$ cat config.mk
export PLATFORM = sky130hd
export DESIGN_NAME = i2c_slave_regfile
export DESIGN_NICKNAME = d
export VERILOG_FILES = /design/src/rtl/i2c_slave_regfile.sv
export SDC_FILE = /design/constraint.sdc
export NUM_CORES = 1
export LEC_CHECK = 0
export ABC_CLOCK_PERIOD_IN_PS = 7000
export BUFFER_PORTS_ARGS = -buffer_cell sky130_fd_sc_hd__buf_2
export CORE_MARGIN = 10
export CORE_UTILIZATION = 50
export DETAILED_ROUTE_END_ITERATION = 16
export GPL_ROUTABILITY_DRIVEN = 0
export HOLD_SLACK_MARGIN = 0.02
export PLACE_DENSITY = 0.78
export SLEW_MARGIN = 10
export SYNTH_ARGS = -nofsm -noshare
export SYNTH_HDL_FRONTEND = slang
export SYNTH_SLANG_ARGS = --single-unit
export TNS_END_PERCENT = 10
$ cat constraint.sdc
create_clock -name clk -period 7 [get_ports clk]
set_clock_uncertainty 0.05 [all_clocks]
set_input_delay 0.35 -clock clk [delete_from_list [all_inputs] [get_ports clk]]
set_output_delay 0.35 -clock clk [all_outputs]
set_load 0.03 [all_outputs]
$ cat src/rtl/i2c_slave_regfile.sv
// Oversampled I2C target: 7-bit address match, pointer byte, then an auto-incrementing 8-bit register bank.
// Latency: bus events take effect 3 clk after the pin change; wr_strobe follows the 8th data rise by 1 clk.
// Backpressure: none; the target never stretches SCL, and a controller NACK on a read parks it until START/STOP.
module i2c_slave_regfile #(
    parameter logic [6:0] SLAVE_ADDR = 7'b1010101,
    parameter int         REG_COUNT  = 4,
    parameter int         PTR_W      = 2
) (
    input  logic                   clk,
    input  logic                   rst,
    input  logic                   scl_in,
    input  logic                   sda_in,
    output logic                   sda_oe,
    output logic [8*REG_COUNT-1:0] regs_flat,
    output logic                   wr_strobe,
    output logic [PTR_W-1:0]       wr_index,
    output logic                   busy
);

    typedef enum logic [2:0] {
        ST_IDLE,
        ST_ADDR,
        ST_ACK,
        ST_PTR,
        ST_WDATA,
        ST_RDATA,
        ST_RACK,
        ST_WAIT_STOP
    } state_t;

    state_t                     state_q, state_d;
    state_t                     nxt_q, nxt_d;
    logic [2:0]                 scl_sh_q, scl_sh_d;
    logic [2:0]                 sda_sh_q, sda_sh_d;
    logic [2:0]                 bit_cnt_q, bit_cnt_d;
    logic [7:0]                 shreg_q, shreg_d;
    logic [PTR_W-1:0]           ptr_q, ptr_d;
    logic [REG_COUNT-1:0][7:0]  regs_q, regs_d;
    logic                       sda_oe_q, sda_oe_d;
    logic                       busy_q, busy_d;
    logic                       wr_strobe_q, wr_strobe_d;
    logic [PTR_W-1:0]           wr_index_q, wr_index_d;
    logic                       phase_q, phase_d;

    logic                       scl_rise, scl_fall, start_ev, stop_ev, sda_bit;
    logic [7:0]                 rx_byte;
    logic [PTR_W-1:0]           ptr_inc;

    // [0],[1] form the synchronizer; [2] is the previous synchronized value.
    assign sda_bit  = sda_sh_q[1];
    assign scl_rise = scl_sh_q[1] & ~scl_sh_q[2];
    assign scl_fall = ~scl_sh_q[1] & scl_sh_q[2];
    assign start_ev = scl_sh_q[1] & scl_sh_q[2] & sda_sh_q[2] & ~sda_sh_q[1];
    assign stop_ev  = scl_sh_q[1] & scl_sh_q[2] & ~sda_sh_q[2] & sda_sh_q[1];
    assign rx_byte  = {shreg_q[6:0], sda_bit};
    assign ptr_inc  = ptr_q + PTR_W'(1);

    always_comb begin
        scl_sh_d    = {scl_sh_q[1:0], scl_in};
        sda_sh_d    = {sda_sh_q[1:0], sda_in};
        state_d     = state_q;
        nxt_d       = nxt_q;
        bit_cnt_d   = bit_cnt_q;
        shreg_d     = shreg_q;
        ptr_d       = ptr_q;
        regs_d      = regs_q;
        sda_oe_d    = sda_oe_q;
        busy_d      = busy_q;
        wr_strobe_d = 1'b0;
        wr_index_d  = wr_index_q;
        phase_d     = phase_q;

        if (start_ev) begin
            state_d   = ST_ADDR;
            bit_cnt_d = 3'd0;
            sda_oe_d  = 1'b0;
        end else if (stop_ev) begin
            state_d  = ST_IDLE;
            sda_oe_d = 1'b0;
            busy_d   = 1'b0;
        end else begin
            case (state_q)
                ST_ADDR, ST_PTR, ST_WDATA: begin
                    if (scl_rise) begin
                        shreg_d   = rx_byte;
                        bit_cnt_d = bit_cnt_q + 3'd1;
                        if (bit_cnt_q == 3'd7) begin
                            state_d = ST_ACK;
                            phase_d = 1'b0;
                            nxt_d   = ST_WDATA;
                            case (state_q)
                                ST_ADDR: begin
                                    if (rx_byte[7:1] == SLAVE_ADDR) begin
                                        busy_d = 1'b1;
                                        nxt_d  = rx_byte[0] ? ST_RDATA : ST_PTR;
                                    end else begin
                                        state_d = ST_IDLE;
                                        busy_d  = 1'b0;
                                    end
                                end
                                ST_PTR: ptr_d = rx_byte[PTR_W-1:0];
                                default: begin
                                    regs_d[ptr_q] = rx_byte;
                                    wr_strobe_d   = 1'b1;
                                    wr_index_d    = ptr_q;
                                    ptr_d         = ptr_inc;
                                end
                            endcase
                        end
                    end
                end
                ST_ACK: begin
                    if (scl_fall) begin
                        if (!phase_q) begin
                            sda_oe_d = 1'b1;
                            phase_d  = 1'b1;
                        end else begin
                            state_d   = nxt_q;
                            bit_cnt_d = 3'd0;
                            if (nxt_q == ST_RDATA) begin
                                shreg_d  = regs_q[ptr_q];
                                sda_oe_d = ~regs_q[ptr_q][7];
                            end else begin
                                sda_oe_d = 1'b0;
                            end
                        end
                    end
                end
                ST_RDATA: begin
                    // The MSB went out on entry, so falls 1..7 carry bits 6..0 and fall 8 frees SDA.
                    if (scl_fall) begin
                        if (bit_cnt_q == 3'd7) begin
                            sda_oe_d = 1'b0;
                            state_d  = ST_RACK;
                            phase_d  = 1'b0;
                        end else begin
                            shreg_d   = {shreg_q[6:0], 1'b0};
                            sda_oe_d  = ~shreg_q[6];
                            bit_cnt_d = bit_cnt_q + 3'd1;
                        end
                    end
                end
                ST_RACK: begin
                    if (!phase_q && scl_rise) begin
                        ptr_d = ptr_inc;
                        if (!sda_bit) begin
                            shreg_d = regs_q[ptr_inc];
                            phase_d = 1'b1;
                        end else begin
                            state_d = ST_WAIT_STOP;
                            busy_d  = 1'b0;
                        end
                    end else if (phase_q && scl_fall) begin
                        sda_oe_d  = ~shreg_q[7];
                        bit_cnt_d = 3'd0;
                        state_d   = ST_RDATA;
                    end
                end
                default: ;
            endcase
        end
    end

    always_ff @(posedge clk or posedge rst) begin
        if (rst) begin
            state_q     <= ST_IDLE;
            nxt_q       <= ST_IDLE;
            scl_sh_q    <= 3'b111;
            sda_sh_q    <= 3'b111;
            bit_cnt_q   <= 3'd0;
            shreg_q     <= 8'h00;
            ptr_q       <= '0;
            regs_q      <= '0;
            sda_oe_q    <= 1'b0;
            busy_q      <= 1'b0;
            wr_strobe_q <= 1'b0;
            wr_index_q  <= '0;
            phase_q     <= 1'b0;
        end else begin
            state_q     <= state_d;
            nxt_q       <= nxt_d;
            scl_sh_q    <= scl_sh_d;
            sda_sh_q    <= sda_sh_d;
            bit_cnt_q   <= bit_cnt_d;
            shreg_q     <= shreg_d;
            ptr_q       <= ptr_d;
            regs_q      <= regs_d;
            sda_oe_q    <= sda_oe_d;
            busy_q      <= busy_d;
            wr_strobe_q <= wr_strobe_d;
            wr_index_q  <= wr_index_d;
            phase_q     <= phase_d;
        end
    end

    assign sda_oe    = sda_oe_q;
    assign regs_flat = regs_q;
    assign wr_strobe = wr_strobe_q;
    assign wr_index  = wr_index_q;
    assign busy      = busy_q;

endmodule

# Word-level counts from Yosys, hierarchy flattened
# Index checks and enable logic that the tools add are counted.
# word_totals
word_cells	180
output_inout_bits	37
reg_bits	63
# classes
reduce_logical	21
muxes	79
eq_ne	42
add_sub_neg	2
order_cmp	3
bitwise	17
# op_table
operator	count
$mux 8	11
$mux 3	23
$ne 3x3->1 const B	12
$bmux 8 s2	2
$bwmux 32	1
$ne 4x4->1 const B	8
$pmux 8 s4	1
$mux 1	28
$pmux 3 s4	2
$ne 2x2->1 const B	11
$reduce_and 9->1	2
$demux 8 s2	1
$eq 3x3->1 const B	5
$reduce_and 7->1	2
$reduce_and 11->1	1
$mux 2	5
$ne 5x5->1 const B	2
$not 1->1	10
$reduce_and 5->1	2
$reduce_bool 5->1	2
$pmux 2 s2	2
$reduce_and 8->1	1
$and 1x1->1	7
$eq 7x7->1 const B	1
18 further kinds	22

# Longest topological paths before layout
# depth
ltp_word	9
ltp_mapped	10

# Worst setup path before layout
# No wires, ideal clock.
# synth_timing
kind	reg-to-reg
from	register ptr_q[1]
to	register shreg_q[1]
path_slack_ns	4.587
arrival_ns	2.299
synth_period_minus_slack_ns	2.413
required_time_ns	6.885
path_stages_with_launch	11
cell_sequence	dfrtp_1 buf_4 buf_4 inv_1 ha_1 buf_2 buf_4 mux2i_1 mux4_2 o21ai_0 mux2_2
# synth_via
elab_chain_len	6
word_cells_on_any_way	11
classes_between	1 x add/sub; 10 x mux
# synth_lines
item	line_no	source
start: declaration	37	logic [PTR_W-1:0] ptr_q, ptr_d;
start signal: assignment	186	ptr_q <= ptr_d;
$add 2x1->2 / $bmux 8 s2 (equally long branches)	56, 121	
$bmux 8 s2 / $mux 8 (equally long branches)	147, 121	
$mux 8, on equally long branches	147, 120	
$mux 8, on equally long branches	146, 114	
$mux 8, on equally long branches	144, 113	
$pmux 8 s4 (*)	82	case (state_q)
end signal: assignment	185	shreg_q <= shreg_d;
end: declaration	36	logic [7:0] shreg_q, shreg_d;
# Every way passes the cells marked *; elsewhere a longest branch is shown, timed or not. The select of a mux whose other input is x is not followed.
# A chain may end at the register's enable or synchronous reset.

# Worst setup path after layout
# layout_timing
from	register ptr_q[1]
to	register shreg_q[4]
# Same word-level chain as after synthesis.

==> results.cfg <==
[clocking]
clkTransAtPathRegs_ns = 0.07
h-tree-depth = 3
ctsResizeCount = 0
cts.sinks = 63
ctsRootBufferMaster = clkbuf_8
cts_setup_buffers = 0
cts_made_buffers = 9
cts_tree = built
clock_latency_ns = 0.35
cts_hold_buffers = 0
cts_buffer_depth = 2

[global_route]
gr-usage-all-layers_pct = 15.5
grt_antenna_before_repair = 0
grt_pass1_vias = 2753
grt_pass1_wl_mm = 14.0
overflow = 0
grt_max_degree = 64

[floorplan]
start_util_pct = 50.7
die_x_um = 105
die_area_um2 = 11100
rows = 31
die_h_um = 105
core_um2 = 7180
io_pins = 41

[power_and_ir_drop]
switchingPower_uw = 201
comb_power_share_pct = 8.4
power_density_nw_per_um2 = 188
clockPowerShare_pct = 37.0
sw_frac_of_total_pct = 26.4
seqPwrFrac_pct = 54.6
p_leak_uw = 0.00183
vdd_drop_max_mv = 0.0839
intPower_uw = 559

[job]
cap_violations = 0

[timing]
period_minus_slack_ns = 3.36
fin_hold_ws_ns = 0.0551
maxSlewViolCount = 0
setup_viol = 0
grt_setup_unrepaired = false
tns_ns = 0
slew_headroom_pct = 29.6
hold_viol = 0
max_freq_ghz = 0.297
fin_crit_sh_pct = 48.0
tightest_slew_ns = 1.06

[cells_and_area]
n_antenna_cell = 0
drive_above_1_share_pct = 31.8
nFillCells = 609
final_nets = 363
syn_to_final_growth_pct = 10.9

[critical_path]
crit_required_ns = 7.24
crit_type = reg -> reg
arrival_ns = 3.60
worst_setup_path_end_kind = flop
crit_path_top_delay_cell = dfrtp_1
max_stage_delay_ns = 1.03
critPathLaunchType = flop
crit_fanout = 21
r2r_setup_slack_ns = 3.64
crit_chain = inv_1 > ha_1 > mux2i_1 > mux4_2 > o21ai_0 > mux2_2

[synth]
synth_top_cell_by_area = dfrtp_1
synth-edff-count = 0
ys_types = 53
yosysWarnings = 0
syn_inst = 320
syn-num-nets = 330
yosys-top-cells-count = 57 x dfrtp_1, 41 x mux2_2, 38 x mux2i_1, 30 x nand2_1, 24 x o21ai_0
ys_top_cells_by_area = dfrtp_1 39%, mux2_2 13%, mux2i_1 10%
ys.flop_type = dfrtp_1
ys_seq_area_share_pct = 43.5
syn_area_um2 = 3640
synth_top_area_share_pct = 39.2
synth.most_common_cell = dfrtp_1
ys_async_sr_fraction_pct = 100
synth-seq-cells = 63
avgSynthCellArea_um2 = 11.4

[route]
vias = 2680
routedWlPerCell_um = 18.1
drt-total-wl_mm = 8.29
vias_per_cell = 5.86
drc = 0
ant_nets = 0
initialDrtViolationCount = 251
dr.pass1.iters = 5

[status]
status = finished clean

[place]
hpwlAfterDp_mm = 5.53
port_buffers = 40

[hold_path]
hold_class = in -> reg
[routing by layer]
metal | vias up | track usage, % | share of wire (%)
li1 | 1241 | - | -
met1 | 1350 | 19.8 | 48
met3 | 17 | 4.02 | 4.6
met5 | - | 0 | 0
met2 | 72 | 23.7 | 46
met4 | 0 | 7.94 | 2.3
[power groups by stage]
stage	sequential (µW)	combinational, µW	clock (µW)
after floorplan	405	55.9	0
after global placement	419	60.6	0
after detailed placement	420	63.6	0
after CTS	414	64.7	285
after global routing	417	72.4	303
final	415	64.1	281
[metrics by stage]
step / setup slack [ns] / cell area (µm²) / std cells / util, % / power (µW)
detailed placement: 3.72 / 3860 / 441 / 53.8 / 483
global route: 3.46 / 4030 / 457 / 56.2 / 792
floorplan: 4.59 / 3640 / 320 / - / 461
global placement: 3.86 / 3860 / 441 / 53.8 / 480
CTS: 3.64 / 4030 / 457 / 56.2 / 764
finish: 3.64 / 4030 / 457 / 56.2 / 760
[flip-flops by register name, indices dropped and copies added (netlist names)]
| signal | flops |
|---|---|
| nxt_q | 3 |
| scl_sh_q | 3 |
| ptr_q | 2 |
| wr_strobe | 1 |
| regs_flat | 32 |
| bit_cnt_q | 3 |
| shreg_q | 8 |
| state_q | 3 |
| sda_oe | 1 |
| sda_sh_q | 3 |
| wr_index | 2 |
| phase_q | 1 |
| busy | 1 |
[final timing paths]
check                                 start             to  cells after the start
worst max-delay path               ptr_q[1]     shreg_q[4]                      6
worst min-delay path                 sda_in    sda_sh_q[0]                      1
worst max register to register     ptr_q[1]     shreg_q[4]                      6
worst min register to register  scl_sh_q[0]    scl_sh_q[1]                      0
max in group asynchronous               rst     state_q[0]                      3
min in group asynchronous               rst  regs_flat[16]                      3
[cell type report]
cell class | instances | area (µm²) | share of cell area, %
Tap cell | 99 | 124 | 3.07
Sequential cell | 63 | 1580 | 39.3
Timing Repair Buffer | 41 | 208 | 5.15
Inverter | 9 | 33.8 | 0.837
Multi-Input combinational cell | 229 | 1910 | 47.4
Clock inverter | 1 | 5.00 | 0.124
Clock buffer | 15 | 166 | 4.13
[critical path, delay by kind of cell (launching register included)]
| kind | cells | cell delay [ns] |
|---|---|---|
| AOI/OAI and AO/OA | 1 | 0.22 |
| muxes | 3 | 0.87 |
| DFF | 1 | 1.03 |
| buffers and inverters | 1 | 0.17 |
| adders and majority gates | 1 | 0.95 |
[layout by cell type (no fill, tap or decap), types with 2 or more instances in the layout]
cell and instances:
a211oi_1 2, a21boi_0 2, a21o_1 2, a21oi_1 8
a31oi_1 2, and2_1 2, buf_2 40, clkbuf_1 4
clkbuf_8 11, dfrtp_1 57, dfstp_2 6, ha_1 6
inv_1 8, mux2_2 41, mux2i_1 38, mux4_2 8
nand2_1 30, nand2b_1 5, nand3_1 4, nand4b_1 3
nor2_1 6, nor2b_1 7, nor3_1 2, nor3b_1 3
nor4bb_1 2, o211ai_1 3, o21a_1 2, o21ai_0 24
o21bai_1 2, o22ai_1 3, o31ai_1 2
[cells by family after synthesis]
logic type      count (synthesis)  share of synthesized area, %
compound gates                 59                          10.2
buf+inv                        28                          3.89
mux                            87                          28.1
flops                          63                          43.5
simple gates                   75                          11.7
fa+ha+maj                       7                          2.34
xor+xnor                        1                         0.241
Note: power is estimated with default switching activity, not from simulation.
